$ cat src/rtl/controller_pkg.sv
// Shared constants and state encoding for the controller subsystem
// (clock divider, frequency meter).
package controller_pkg;

    localparam int CLK_Freq_50M = 50_000_000;
    localparam int GATE_1S      = 50_000_000;

    typedef enum logic [1:0] {
        IDLE    = 2'd0,
        MEASURE = 2'd1,
        LATCH   = 2'd2
    } meter_state_t;

endpackage

$ cat src/rtl/sync_edge_det.sv
// Two-flop synchronizer for an asynchronous input plus a one-cycle
// rising-edge pulse; also usable for push-button inputs.
module sync_edge_det (
    input  logic clk,
    input  logic n_clr,
    input  logic sig,
    output logic pulse
);

    logic s1;
    logic s2;
    logic s3;

    // s1/s2 resolve metastability, s3 holds the previous synchronized level
    always_ff @(posedge clk or negedge n_clr) begin
        if (!n_clr) begin
            s1 <= 1'b0;
            s2 <= 1'b0;
            s3 <= 1'b0;
        end else begin
            s1 <= sig;
            s2 <= s1;
            s3 <= s2;
        end
    end

    assign pulse = s2 & ~s3;

endmodule

$ cat src/rtl/freq_meter.sv
// Gated-window frequency meter: counts SigIn rising edges over GATE_CYCLES
// reference cycles and publishes the count with a one-cycle Valid strobe.
module freq_meter
    import controller_pkg::*;
#(
    parameter int CLK_Freq    = CLK_Freq_50M,
    parameter int GATE_CYCLES = GATE_1S,
    parameter int N           = 26
) (
    input  logic         CLK_50M,
    input  logic         nCLR,
    input  logic         Enable,
    input  logic         SigIn,
    output logic [N-1:0] FreqOut,
    output logic         Valid,
    output logic         Overflow,
    output logic         Busy
);

    localparam int              GW        = $clog2(GATE_CYCLES);
    localparam logic [GW-1:0]   GATE_LAST = GW'(GATE_CYCLES - 1);
    localparam logic [N-1:0]    CNT_MAX   = '1;

    if (GATE_CYCLES < 2 || CLK_Freq < 2) begin : g_bad_params
        $error("freq_meter: GATE_CYCLES and CLK_Freq must both be at least 2");
    end

    meter_state_t  state;
    logic [GW-1:0] gate_cnt;
    logic [N-1:0]  edge_cnt;
    logic          sat;
    logic          sig_rise;
    logic [N-1:0]  cnt_next;
    logic          sat_next;

    sync_edge_det u_sync (
        .clk   (CLK_50M),
        .n_clr (nCLR),
        .sig   (SigIn),
        .pulse (sig_rise)
    );

    // Saturating edge count; sat marks an edge that could not be represented
    always_comb begin
        cnt_next = edge_cnt;
        sat_next = sat;
        if (sig_rise) begin
            if (edge_cnt == CNT_MAX) begin
                sat_next = 1'b1;
            end else begin
                cnt_next = edge_cnt + N'(1);
            end
        end
    end

    // Outputs load on the edge that closes the window, so the final gate
    // cycle's edge goes straight into FreqOut and LATCH is the dead cycle.
    always_ff @(posedge CLK_50M or negedge nCLR) begin
        if (!nCLR) begin
            state    <= IDLE;
            gate_cnt <= '0;
            edge_cnt <= '0;
            sat      <= 1'b0;
            FreqOut  <= '0;
            Valid    <= 1'b0;
            Overflow <= 1'b0;
            Busy     <= 1'b0;
        end else begin
            Valid <= 1'b0;
            case (state)
                IDLE: begin
                    gate_cnt <= '0;
                    edge_cnt <= '0;
                    sat      <= 1'b0;
                    Busy     <= Enable;
                    if (Enable) begin
                        state <= MEASURE;
                    end
                end
                MEASURE: begin
                    if (!Enable) begin
                        state    <= IDLE;
                        Busy     <= 1'b0;
                        gate_cnt <= '0;
                        edge_cnt <= '0;
                        sat      <= 1'b0;
                    end else if (gate_cnt == GATE_LAST) begin
                        state    <= LATCH;
                        Busy     <= 1'b0;
                        Valid    <= 1'b1;
                        FreqOut  <= cnt_next;
                        Overflow <= sat_next;
                        gate_cnt <= '0;
                        edge_cnt <= '0;
                        sat      <= 1'b0;
                    end else begin
                        gate_cnt <= gate_cnt + GW'(1);
                        edge_cnt <= cnt_next;
                        sat      <= sat_next;
                    end
                end
                LATCH: begin
                    gate_cnt <= '0;
                    edge_cnt <= '0;
                    sat      <= 1'b0;
                    Busy     <= Enable;
                    state    <= Enable ? MEASURE : IDLE;
                end
                default: begin
                    state <= IDLE;
                    Busy  <= 1'b0;
                end
            endcase
        end
    end

endmodule

$ cat config.mk
export PLATFORM = sky130hd
export DESIGN_NAME = freq_meter
export DESIGN_NICKNAME = d
export VERILOG_FILES = /design/src/rtl/controller_pkg.sv /design/src/rtl/sync_edge_det.sv /design/src/rtl/freq_meter.sv
export SDC_FILE = /design/constraint.sdc
export NUM_CORES = 1
export LEC_CHECK = 0
export CAP_MARGIN = 30
export CORE_MARGIN = 3
export CORE_UTILIZATION = 59
export CTS_CLUSTER_DIAMETER = 30
export DETAILED_ROUTE_END_ITERATION = 12
export PLACE_DENSITY = 0.8
export SYNTH_ARGS = -nofsm -noshare
export SYNTH_HDL_FRONTEND = slang
export SYNTH_SLANG_ARGS = --single-unit
$ cat constraint.sdc
create_clock -name CLK_50M -period 2.66 [get_ports CLK_50M]
set_input_delay 0.532 -clock CLK_50M [delete_from_list [all_inputs] [get_ports CLK_50M]]
set_output_delay 0.532 -clock CLK_50M [all_outputs]
set_load 0.01 [all_outputs]
==> impl_metrics.prom, run 1 <==
# TYPE chip_impl_metric gauge
chip_impl_info{name="run_status",value="finished clean"} 1
chip_impl_metric{name="required_time_of_the_critical_path",unit="ns"} 2.95
chip_impl_metric{name="routed_wirelength",unit="µm"} 10500
chip_impl_metric{name="clock_power_share",unit="%"} 42.5
chip_impl_metric{name="cts.sinks",unit=""} 87
chip_impl_metric{name="initial_core_util",unit="%"} 61.6
chip_impl_metric{name="dr.first_iter.drc_count",unit=""} 272
chip_impl_metric{name="report.final.hold_viol_count",unit=""} 0
chip_impl_metric{name="switching_share",unit="%"} 22.3
chip_impl_metric{name="fin_worst_skew",unit="ns"} 0.00625
chip_impl_info{name="ctsRootBufferMaster",value="clkbuf_8"} 1
chip_impl_metric{name="grt_antenna_before_repair",unit=""} 0
chip_impl_metric{name="placement.cell_area",unit="µm²"} 5000
chip_impl_info{name="worstSetupEndpointType",value="flip-flop"} 1
chip_impl_metric{name="vdd_ir_drop_max",unit="mV"} 0.321
chip_impl_info{name="tritoncts_clock_tree",value="yes"} 1
chip_impl_metric{name="static-leakage-power",unit="nW"} 2.09
chip_impl_metric{name="timing_worst_slew_pin_value",unit="ns"} 0.731
chip_impl_metric{name="yosys.cell_types.count",unit=""} 44
chip_impl_metric{name="intPower",unit="W"} 0.00204
chip_impl_metric{name="netSwitchingPower",unit="W"} 0.000583
chip_impl_metric{name="place_worst_setup_slack",unit="ns"} 0.331
chip_impl_info{name="mostFrequentLayoutCells",value="dfrtp_1, nand2_1, o21ai_0"} 1
chip_impl_metric{name="detailedPlacementHpwl",unit="µm"} 7360
chip_impl_metric{name="drt-pass1-iter-count",unit=""} 5
chip_impl_metric{name="worst_skew_pair.late_latency",unit="ns"} 0.36
chip_impl_metric{name="critPathMaxFanout",unit=""} 7
chip_impl_metric{name="postCtsResizedCells",unit=""} 0
chip_impl_metric{name="pin_count_of_the_biggest_net_entering_global_routing",unit=""} 46
chip_impl_metric{name="placeableCoreArea",unit="µm²"} 7370
chip_impl_metric{name="slew_violations",unit=""} 0
chip_impl_metric{name="first_global_vias",unit=""} 3848
chip_impl_metric{name="chipWidth",unit="µm"} 93.8
chip_impl_info{name="largest_family_of_logic_cells_by_synthesized_area",value="simple AND/OR/NAND/NOR gates"} 1
chip_impl_info{name="grt_setup_unrepaired",value="no"} 1
chip_impl_metric{name="syn_avg_cell_area",unit="µm²"} 8.79
chip_impl_metric{name="clk_pin_slew_worst_paths",unit="ns"} 0.09
chip_impl_metric{name="layout-area-overhead-vs-synth",unit="%"} 15.5
chip_impl_metric{name="fp.dieArea",unit="µm²"} 8790
chip_impl_metric{name="quantity_of_hold_fixing_buffers_added_after_cts",unit=""} 0
chip_impl_metric{name="finalSetupTns",unit="ns"} 0
chip_impl_info{name="startpoint",value="edge_cnt[0]"} 1
chip_impl_metric{name="routed-via-count",unit=""} 4022
chip_impl_metric{name="post-route-period-util",unit="%"} 89.0
chip_impl_metric{name="synth_seq_cells",unit=""} 87
chip_impl_metric{name="synth_simple_gate_area_share",unit="%"} 24.6
chip_impl_metric{name="adder_cell_share_of_the_synthesized_area",unit="%"} 0.551
chip_impl_metric{name="combPwrFrac",unit="%"} 6.3
chip_impl_metric{name="synth_nets",unit=""} 523
chip_impl_metric{name="stdcell_area",unit="µm²"} 5250
chip_impl_metric{name="timing.critical_path.arrival",unit="ns"} 2.66
chip_impl_metric{name="synth_enable_flop_cells",unit=""} 0
chip_impl_metric{name="synth_compound_gate_area_share",unit="%"} 18.3
chip_impl_metric{name="routed_via_density",unit=""} 6.20
chip_impl_metric{name="syn-instance-count",unit=""} 517
chip_impl_metric{name="top_level_ports",unit=""} 33
chip_impl_metric{name="timing.final.ws_setup",unit="ns"} 0.291
chip_impl_metric{name="power.sequential.fraction",unit="%"} 51.3
chip_impl_info{name="path_type_of_the_worst_setup_path",value="flip-flop to flip-flop"} 1
chip_impl_metric{name="fin_cells",unit=""} 649
chip_impl_metric{name="synth_area",unit="µm²"} 4540
chip_impl_metric{name="synth_xor_area_share",unit="%"} 4.43
chip_impl_metric{name="report.final.setup_viol",unit=""} 0
chip_impl_metric{name="postRouteAntennaNets",unit=""} 0
chip_impl_metric{name="fin_nets",unit=""} 552
chip_impl_metric{name="place.port_buffers",unit=""} 32
chip_impl_metric{name="post-cts-setup-buffer-count",unit=""} 0
chip_impl_metric{name="grt_use_total",unit="%"} 26.1
chip_impl_info{name="worstSetupStartpointType",value="flip-flop"} 1
chip_impl_metric{name="tritoncts.num_buffers",unit=""} 9
chip_impl_metric{name="placedCellCount",unit=""} 634
chip_impl_metric{name="post-route-drc-count",unit=""} 0
chip_impl_metric{name="synth.area.mux_share",unit="%"} 0.468
chip_impl_metric{name="routed_wire_length_per_instance",unit="µm"} 16.2
chip_impl_metric{name="finalCriticalPeriod",unit="ns"} 2.37
chip_impl_metric{name="cts.path.max_buffers",unit=""} 2
chip_impl_metric{name="number_of_warning_messages_in_the_yosys_log",unit=""} 0
chip_impl_metric{name="power_density_of_the_placed_cells",unit="nW/µm²"} 499
chip_impl_metric{name="ys_seq_area_share",unit="%"} 47.9
chip_impl_metric{name="h-tree-depth",unit=""} 3
chip_impl_metric{name="antenna_cells",unit=""} 0
chip_impl_metric{name="place_congestion",unit=""} 0.929
chip_impl_metric{name="global_route.overflow_total",unit=""} 0
chip_impl_metric{name="timing.slew.headroom",unit="%"} 51.1
chip_impl_metric{name="drive_gt1_share",unit="%"} 7.45
chip_impl_metric{name="grt_first_pass_wirelength",unit="µm"} 18100
chip_impl_metric{name="maxCapViolCount",unit=""} 0
chip_impl_info{name="reg2reg_from",value="edge_cnt[0]"} 1
chip_impl_info{name="ys.flop_type",value="dfrtp_1"} 1
chip_impl_metric{name="placement_rows",unit=""} 31
chip_impl_metric{name="fraction_of_registers_with_async_set_or_reset_after_synthesis",unit="%"} 100
chip_impl_info{name="hold_path.class",value="input port to asynchronous set/reset pin"} 1
chip_impl_metric{name="fmax",unit="MHz"} 422
chip_impl_metric{name="die_y",unit="µm"} 93.8
## stage by stage
step           total power (W)  hold slack, ns  utilization [%]
3_5_place_dp           0.00153           0.343             67.9
3_3_place_gp           0.00153           0.334             67.9
6_report               0.00262          0.0150             71.2
5_1_grt                0.00272          0.0186             71.2
4_1_cts                0.00265          0.0127             71.2
2_1_floorplan          0.00145           0.236                -
## power groups by stage
stage          Sequential, W  Combinational (W)  Clock [W]
2_1_floorplan        0.00137          0.0000849          0
3_3_place_gp         0.00137           0.000160          0
3_5_place_dp         0.00137           0.000166          0
4_1_cts              0.00134           0.000165    0.00114
5_1_grt              0.00135           0.000183    0.00119
6_report             0.00134           0.000164    0.00111
## synth_stat cells (2+ instances only)
cell / n / area (µm²)
o21ai_1: 3 / 15.0
xnor2_1: 12 / 105
nor4_1: 11 / 68.8
and2_1: 5 / 31.3
o31ai_1: 6 / 45.0
nor4b_1: 3 / 26.3
nand3_1: 30 / 150
o31a_1: 2 / 17.5
nor2b_1: 4 / 25.0
buf_6: 3 / 33.8
a22o_1: 2 / 17.5
nor3_1: 4 / 20.0
buf_4: 2 / 15.0
o21ai_0: 75 / 375
and4_4: 2 / 22.5
ha_1: 2 / 25.0
or3_1: 6 / 37.5
and4_1: 8 / 70.1
a31oi_1: 31 / 194
nand2_1: 87 / 327
inv_1: 6 / 22.5
and3_1: 10 / 62.6
a21oi_1: 25 / 125
xor2_1: 11 / 96.3
nor2_1: 15 / 56.3
nand2b_1: 8 / 50.1
dfrtp_1: 87 / 2180
clkbuf_1: 25 / 93.8
nand4_1: 17 / 106
## area by class of cell
cell class / count / area [µm²]
multi-input cells: 393 / 2210
fillers: 563 / 2120
inverters: 6 / 22.5
well taps: 99 / 124
clock buffers: 10 / 138
flip-flops and latches: 87 / 2180
repair buffers: 49 / 470
clock inverters: 5 / 106
## flip-flops by register name (all words and copies together), names as in the netlist, 2 cells and up
| signal | count |
|---|---|
| state | 2 |
| edge_cnt | 26 |
| FreqOut | 26 |
| gate_cnt | 26 |
## kinds of logic (layout without fill, tap and decap cells)
| kind of cell | count (synthesis) | count (layout) |
|---|---|---|
| buffers and inverters | 37 | 70 |
| adder cells (fa/ha/maj) | 2 | 2 |
| flip-flops | 87 | 87 |
| AO/OA/AOI/OAI | 149 | 149 |
| XOR/XNOR | 23 | 23 |
| AND/OR/NAND/NOR | 217 | 217 |
| multiplexers | 2 | 2 |
## path summary, 6_finish.rpt
path / end / slack (ns) / cells past startpoint
setup reg to reg: edge_cnt[14] / 0.29 / 7
min in group CLK_50M: u_sync.s2 / 0.36 / 0
setup / recovery: edge_cnt[14] / 0.29 / 7
hold / removal: FreqOut[18] / 0.01 / 1
hold reg to reg: u_sync.s2 / 0.36 / 0
max in group asynchronous: gate_cnt[16] / 2.01 / 2
## routing by layer
layer	GRT usage, %	wire length, µm	vias to the layer above	share of wire (%)
met5	0	0	-	0
met4	12.8	198	0	1.9
met3	4.57	593	16	5.6
met2	43.3	5230	142	50
met1	32.9	4510	1926	43
li1	-	-	1938	-
## worst max-delay path, stage by stage (launching register included)
cell     delay, ns
dfrtp_1       0.43
ha_1          0.25
and4_1        0.27
and4_4        0.21
and2_4        0.18
or4b_4        0.56
or3_1         0.32
o21ai_1       0.08
(Power assumes the default switching activity.)
==> inputs of run 2 (changes only) <==
--- a/config.mk
+++ b/config.mk
@@ -6,11 +6,13 @@
 export NUM_CORES = 1
 export LEC_CHECK = 0
 export CAP_MARGIN = 30
+export CELL_PAD_IN_SITES_DETAIL_PLACEMENT = 1
+export CELL_PAD_IN_SITES_GLOBAL_PLACEMENT = 2
 export CORE_MARGIN = 3
-export CORE_UTILIZATION = 59
+export CORE_UTILIZATION = 36
 export CTS_CLUSTER_DIAMETER = 30
 export DETAILED_ROUTE_END_ITERATION = 12
-export PLACE_DENSITY = 0.8
+export PLACE_DENSITY_LB_ADDON = 0.1
 export SYNTH_ARGS = -nofsm -noshare
 export SYNTH_HDL_FRONTEND = slang
 export SYNTH_SLANG_ARGS = --single-unit
==> impl_metrics.prom, run 2 (synthesis gave the netlist of run 1 again) <==
# TYPE chip_impl_metric gauge
chip_impl_metric{name="fin_nets",unit=""} 556
chip_impl_metric{name="chipWidth",unit="µm"} 118
chip_impl_metric{name="report.final.setup_viol",unit=""} 0
chip_impl_info{name="r2r_end",value="edge_cnt[16]"} 1
chip_impl_metric{name="detailedPlacementHpwl",unit="µm"} 8710
chip_impl_metric{name="regToRegSetupSlack",unit="ns"} 0.26
chip_impl_info{name="largest_registers",value="FreqOut: 26 flops, edge_cnt: 26 flops, gate_cnt: 26 flops"} 1
chip_impl_metric{name="timing.slew.headroom",unit="%"} 51.3
chip_impl_metric{name="clk_pin_slew_worst_paths",unit="ns"} 0.06
chip_impl_metric{name="tritoncts.num_buffers",unit=""} 9
chip_impl_metric{name="static-leakage-power",unit="nW"} 2.12
chip_impl_metric{name="switching_share",unit="%"} 24.1
chip_impl_metric{name="reg2reg_depth",unit=""} 7
chip_impl_metric{name="dr.first_iter.drc_count",unit=""} 165
chip_impl_metric{name="hold_slack",unit="ns"} 0.158
chip_impl_metric{name="grt_use_total",unit="%"} 18.8
chip_impl_metric{name="post-route-drc-count",unit=""} 0
chip_impl_metric{name="place.port_buffers",unit=""} 32
chip_impl_metric{name="post-route-period-util",unit="%"} 90.1
chip_impl_info{name="worstSetupStartpointType",value="flip-flop"} 1
chip_impl_metric{name="clock_power_share",unit="%"} 43.2
chip_impl_metric{name="top_level_ports",unit=""} 33
chip_impl_metric{name="intPower",unit="W"} 0.00202
chip_impl_metric{name="finalSetupTns",unit="ns"} 0
chip_impl_metric{name="power.sequential.fraction",unit="%"} 50.5
chip_impl_metric{name="routed_wirelength",unit="µm"} 12500
chip_impl_info{name="hold_path.class",value="input port to asynchronous set/reset pin"} 1
chip_impl_metric{name="initial_core_util",unit="%"} 37.4
chip_impl_metric{name="drive_gt1_share",unit="%"} 7.75
chip_impl_metric{name="slew_violations",unit=""} 0
chip_impl_metric{name="finalCriticalPeriod",unit="ns"} 2.40
chip_impl_metric{name="placedCellCount",unit=""} 707
chip_impl_info{name="ctsRootBufferMaster",value="clkbuf_16"} 1
chip_impl_metric{name="drt-pass1-iter-count",unit=""} 4
chip_impl_metric{name="pin_count_of_the_biggest_net_entering_global_routing",unit=""} 48
chip_impl_info{name="worstSetupEndpointType",value="flip-flop"} 1
chip_impl_metric{name="worst_skew_pair.late_latency",unit="ns"} 0.35
chip_impl_metric{name="power_density_of_the_placed_cells",unit="nW/µm²"} 494
chip_impl_metric{name="report.final.hold_viol_count",unit=""} 0
chip_impl_metric{name="maxCapViolCount",unit=""} 0
chip_impl_info{name="run_status",value="finished clean"} 1
chip_impl_metric{name="routed-via-count",unit=""} 4003
chip_impl_info{name="grt_setup_unrepaired",value="no"} 1
chip_impl_info{name="reg2reg_from",value="edge_cnt[0]"} 1
chip_impl_metric{name="fin_cells",unit=""} 723
chip_impl_metric{name="routed_via_density",unit=""} 5.54
chip_impl_info{name="mostFrequentLayoutCells",value="dfrtp_1, nand2_1, o21ai_0"} 1
chip_impl_metric{name="postCtsResizedCells",unit=""} 0
chip_impl_metric{name="global_route.overflow_total",unit=""} 0
chip_impl_metric{name="die_y",unit="µm"} 118
chip_impl_metric{name="quantity_of_hold_fixing_buffers_added_after_cts",unit=""} 0
chip_impl_metric{name="vdd_ir_drop_max",unit="mV"} 0.210
chip_impl_metric{name="netSwitchingPower",unit="W"} 0.000642
chip_impl_metric{name="fmax",unit="MHz"} 417
chip_impl_metric{name="placeableCoreArea",unit="µm²"} 12200
chip_impl_metric{name="power",unit="W"} 0.00266
chip_impl_metric{name="placement_rows",unit=""} 40
chip_impl_metric{name="required_time_of_the_critical_path",unit="ns"} 2.88
chip_impl_metric{name="cts.path.max_buffers",unit=""} 2
chip_impl_metric{name="critPathMaxFanout",unit=""} 7
chip_impl_metric{name="grt_first_pass_wirelength",unit="µm"} 21600
chip_impl_metric{name="place_congestion",unit=""} 0.780
chip_impl_metric{name="post-cts-setup-buffer-count",unit=""} 0
chip_impl_metric{name="timing.critical_path.arrival",unit="ns"} 2.62
chip_impl_metric{name="stdcell_area",unit="µm²"} 5390
chip_impl_metric{name="cts.sinks",unit=""} 87
chip_impl_info{name="tritoncts_clock_tree",value="yes"} 1
chip_impl_metric{name="h-tree-depth",unit=""} 3
chip_impl_metric{name="postRouteAntennaNets",unit=""} 0
chip_impl_metric{name="fin_worst_skew",unit="ns"} 0.00529
chip_impl_metric{name="fp.dieArea",unit="µm²"} 14000
chip_impl_info{name="path_type_of_the_worst_setup_path",value="flip-flop to flip-flop"} 1
chip_impl_metric{name="grt_antenna_before_repair",unit=""} 0
chip_impl_metric{name="timing_worst_slew_pin_value",unit="ns"} 0.720
chip_impl_metric{name="combPwrFrac",unit="%"} 6.3
chip_impl_metric{name="routed_wire_length_per_instance",unit="µm"} 17.2
chip_impl_metric{name="first_global_vias",unit=""} 4184
chip_impl_metric{name="layout-area-overhead-vs-synth",unit="%"} 18.7
chip_impl_metric{name="placement.cell_area",unit="µm²"} 5130
chip_impl_metric{name="antenna_cells",unit=""} 0
-- run 2: worst max-delay path, stage by stage (launching register included) --
cell,delay (ns)
dfrtp_1,0.42
ha_1,0.25
and4_1,0.27
and4_4,0.21
and2_4,0.18
nor4b_1,0.66
nand2b_1,0.19
a31oi_1,0.08
-- run 2: cell type report --
cell class / instances / area (µm²)
multi-input combinational: 393 / 2210
sequential: 87 / 2180
clock buffer: 12 / 236
timing repair buffer: 53 / 513
inverter: 6 / 22.5
clock inverter: 4 / 22.5
tap: 168 / 210
fill: 1432 / 6770
-- run 2: worst max path at each step --
stage / from / endpoint / slack, ns / cells after the start
global route: edge_cnt[0] / edge_cnt[16] / 0.13 / 7
detailed placement: edge_cnt[0] / edge_cnt[16] / 0.28 / 7
floorplan: edge_cnt[0] / edge_cnt[14] / 0.37 / 8
global placement: edge_cnt[0] / edge_cnt[16] / 0.31 / 7
CTS: edge_cnt[0] / edge_cnt[16] / 0.25 / 7
finish: edge_cnt[0] / edge_cnt[16] / 0.26 / 7
-- run 2: per-stage QoR --
stage,util (%),worst slack (ns)
floorplan,-,0.368
global placement,42.2,0.310
detailed placement,42.2,0.278
CTS,44.3,0.254
global route,44.3,0.127
finish,44.3,0.264
-- run 2: power by group through the flow --
stage | Sequential (W) | Clock [W] | Combinational [W]
floorplan | 0.00137 | 0 | 0.0000849
global placement | 0.00137 | 0 | 0.000167
detailed placement | 0.00137 | 0 | 0.000172
CTS | 0.00135 | 0.00119 | 0.000173
global route | 0.00135 | 0.00124 | 0.000192
finish | 0.00135 | 0.00115 | 0.000167
-- run 2: per-layer routing --
layer	global-route usage, %	part of all wire (%)
met2	31.1	49
met5	0	0
met3	2.78	2.5
met4	5.93	1.4
met1	25.5	47
==> inputs of run 3 (changes only) <==
--- a/config.mk
+++ b/config.mk
@@ -9,7 +9,7 @@
 export CELL_PAD_IN_SITES_DETAIL_PLACEMENT = 1
 export CELL_PAD_IN_SITES_GLOBAL_PLACEMENT = 2
 export CORE_MARGIN = 3
-export CORE_UTILIZATION = 36
+export CORE_UTILIZATION = 30
 export CTS_CLUSTER_DIAMETER = 30
 export DETAILED_ROUTE_END_ITERATION = 12
 export PLACE_DENSITY_LB_ADDON = 0.1
==> impl_metrics.prom, run 3 (synthesis gave the netlist of run 1 again) <==
# TYPE chip_impl_metric gauge
chip_impl_metric{name="detailedPlacementHpwl",unit="µm"} 9290
chip_impl_metric{name="static-leakage-power",unit="nW"} 2.23
chip_impl_info{name="startpoint",value="edge_cnt[0]"} 1
chip_impl_info{name="ctsRootBufferMaster",value="clkbuf_16"} 1
chip_impl_info{name="worstSetupStartpointType",value="flip-flop"} 1
chip_impl_metric{name="timing.slew.headroom",unit="%"} 51.1
chip_impl_info{name="run_status",value="finished clean"} 1
chip_impl_metric{name="postRouteAntennaNets",unit=""} 0
chip_impl_metric{name="global_route.overflow_total",unit=""} 0
chip_impl_metric{name="antenna_cells",unit=""} 0
chip_impl_metric{name="top_level_ports",unit=""} 33
chip_impl_metric{name="routed_wirelength",unit="µm"} 13400
chip_impl_metric{name="intPower",unit="W"} 0.00227
chip_impl_metric{name="layout-area-overhead-vs-synth",unit="%"} 22.9
chip_impl_metric{name="grt_first_pass_wirelength",unit="µm"} 22700
chip_impl_metric{name="switching_share",unit="%"} 22.9
chip_impl_info{name="grt_setup_unrepaired",value="no"} 1
chip_impl_metric{name="routed_wire_length_per_instance",unit="µm"} 17.8
chip_impl_metric{name="report.final.hold_viol_count",unit=""} 0
chip_impl_metric{name="fmax",unit="MHz"} 416
chip_impl_metric{name="fin_worst_skew",unit="ns"} 0.00794
chip_impl_metric{name="die_y",unit="µm"} 129
chip_impl_metric{name="power.sequential.fraction",unit="%"} 45.6
chip_impl_metric{name="first_global_vias",unit=""} 4256
chip_impl_metric{name="pin_count_of_the_biggest_net_entering_global_routing",unit=""} 40
chip_impl_metric{name="h-tree-depth",unit=""} 3
chip_impl_info{name="worstSetupEndpointType",value="flip-flop"} 1
chip_impl_metric{name="drive_gt1_share",unit="%"} 10.4
chip_impl_metric{name="grt_antenna_before_repair",unit=""} 0
chip_impl_metric{name="stdcell_area",unit="µm²"} 5580
chip_impl_metric{name="placement_rows",unit=""} 44
chip_impl_metric{name="required_time_of_the_critical_path",unit="ns"} 2.93
chip_impl_metric{name="post-cts-setup-buffer-count",unit=""} 0
chip_impl_metric{name="finalSetupTns",unit="ns"} 0
chip_impl_metric{name="finalCriticalPeriod",unit="ns"} 2.41
chip_impl_metric{name="placeableCoreArea",unit="µm²"} 14700
chip_impl_metric{name="chipWidth",unit="µm"} 129
chip_impl_info{name="mostFrequentLayoutCells",value="dfrtp_1, nand2_1, o21ai_0"} 1
chip_impl_metric{name="fin_nets",unit=""} 569
chip_impl_metric{name="tritoncts.num_buffers",unit=""} 9
chip_impl_metric{name="maxCapViolCount",unit=""} 0
chip_impl_metric{name="routed-via-count",unit=""} 4059
chip_impl_metric{name="hold_slack",unit="ns"} 0.159
chip_impl_metric{name="timing.critical_path.arrival",unit="ns"} 2.67
chip_impl_metric{name="cts.sinks",unit=""} 87
chip_impl_metric{name="initial_core_util",unit="%"} 30.9
chip_impl_metric{name="clk_pin_slew_worst_paths",unit="ns"} 0.07
chip_impl_metric{name="combPwrFrac",unit="%"} 6.1
chip_impl_metric{name="netSwitchingPower",unit="W"} 0.000673
chip_impl_metric{name="power_density_of_the_placed_cells",unit="nW/µm²"} 528
chip_impl_info{name="reg2reg_from",value="edge_cnt[0]"} 1
chip_impl_metric{name="post-route-drc-count",unit=""} 0
chip_impl_metric{name="drt-pass1-iter-count",unit=""} 4
chip_impl_info{name="largest_registers",value="FreqOut: 26 flops, edge_cnt: 26 flops, gate_cnt: 26 flops"} 1
chip_impl_metric{name="placement.cell_area",unit="µm²"} 5230
chip_impl_metric{name="report.final.setup_viol",unit=""} 0
chip_impl_metric{name="cts.path.max_buffers",unit=""} 2
chip_impl_metric{name="timing_worst_slew_pin_value",unit="ns"} 0.726
chip_impl_metric{name="critPathMaxFanout",unit=""} 7
chip_impl_metric{name="post-route-period-util",unit="%"} 90.4
chip_impl_metric{name="routed_via_density",unit=""} 5.40
chip_impl_metric{name="place.port_buffers",unit=""} 32
chip_impl_metric{name="clock_power_share",unit="%"} 48.3
chip_impl_metric{name="worst_skew_pair.late_latency",unit="ns"} 0.34
chip_impl_metric{name="slew_violations",unit=""} 0
chip_impl_metric{name="dr.first_iter.drc_count",unit=""} 196
chip_impl_info{name="path_type_of_the_worst_setup_path",value="flip-flop to flip-flop"} 1
chip_impl_info{name="tritoncts_clock_tree",value="yes"} 1
chip_impl_metric{name="fp.dieArea",unit="µm²"} 16700
chip_impl_metric{name="vdd_ir_drop_max",unit="mV"} 0.291
chip_impl_metric{name="place_congestion",unit=""} 0.778
chip_impl_metric{name="postCtsResizedCells",unit=""} 0
chip_impl_metric{name="grt_use_total",unit="%"} 17.2
chip_impl_metric{name="quantity_of_hold_fixing_buffers_added_after_cts",unit=""} 0
chip_impl_info{name="hold_path.class",value="input port to asynchronous set/reset pin"} 1
-- run 3: cell types whose count changed in the layout (fill, tap and decap cells not counted), sizes merged --
cell      delta
buf         +13
inv          +1
clkbuf       -1
bufinv       +2
clkinv       -1
clkinvlp     -1
-- run 3: final timing paths --
path,endpoint,slack (ns),cells past startpoint
worst min register to register,u_sync.s2,0.35,0
worst max register to register,edge_cnt[14],0.25,7
max in group asynchronous,gate_cnt[11],1.89,2
min in group CLK_50M,u_sync.s2,0.35,0
worst max-delay path,edge_cnt[14],0.25,7
worst min-delay path,FreqOut[17],0.16,1
-- run 3: cell type report --
type                            instances  area, µm²
Fill cell                            1716       9120
Multi-Input combinational cell        393       2210
Sequential cell                        87       2180
Timing Repair Buffer                   66        611
Clock buffer                           11        253
Tap cell                              184        230
Clock inverter                          5       78.8
Inverter                                6       22.5
-- run 3: critical path, stage by stage (launching register included) --
cell,delay (ns)
dfrtp_1,0.43
ha_1,0.26
and4_1,0.28
and4_4,0.21
and2_4,0.19
or4b_4,0.56
or3_1,0.32
o21ai_1,0.08
-- run 3: power groups by stage --
stage | Clock (W) | Sequential, W | Combinational, W
final | 0.00142 | 0.00134 | 0.000180
after global routing | 0.00153 | 0.00135 | 0.000201
after CTS | 0.00147 | 0.00134 | 0.000178
after detailed placement | 0 | 0.00137 | 0.000178
after global placement | 0 | 0.00137 | 0.000173
after floorplan | 0 | 0.00137 | 0.0000849
-- run 3: through the flow --
stage / setup slack, ns / std cells / power (W) / utilization (%)
2_1_floorplan: 0.368 / 517 / 0.00145 / -
3_3_place_gp: 0.163 / 733 / 0.00154 / 35.6
3_5_place_dp: 0.0499 / 733 / 0.00155 / 35.6
4_1_cts: 0.0306 / 749 / 0.00299 / 37.8
5_1_grt: 0.158 / 752 / 0.00307 / 38.0
6_report: 0.255 / 752 / 0.00295 / 38.0
-- run 3: layer usage --
| metal | global-route usage (%) | share of wire, % |
|---|---|---|
| met1 | 21.5 | 47 |
| met2 | 30.5 | 51 |
| met3 | 4.00 | 2.1 |
| met4 | 3.58 | 0.83 |
| met5 | 0 | 0 |
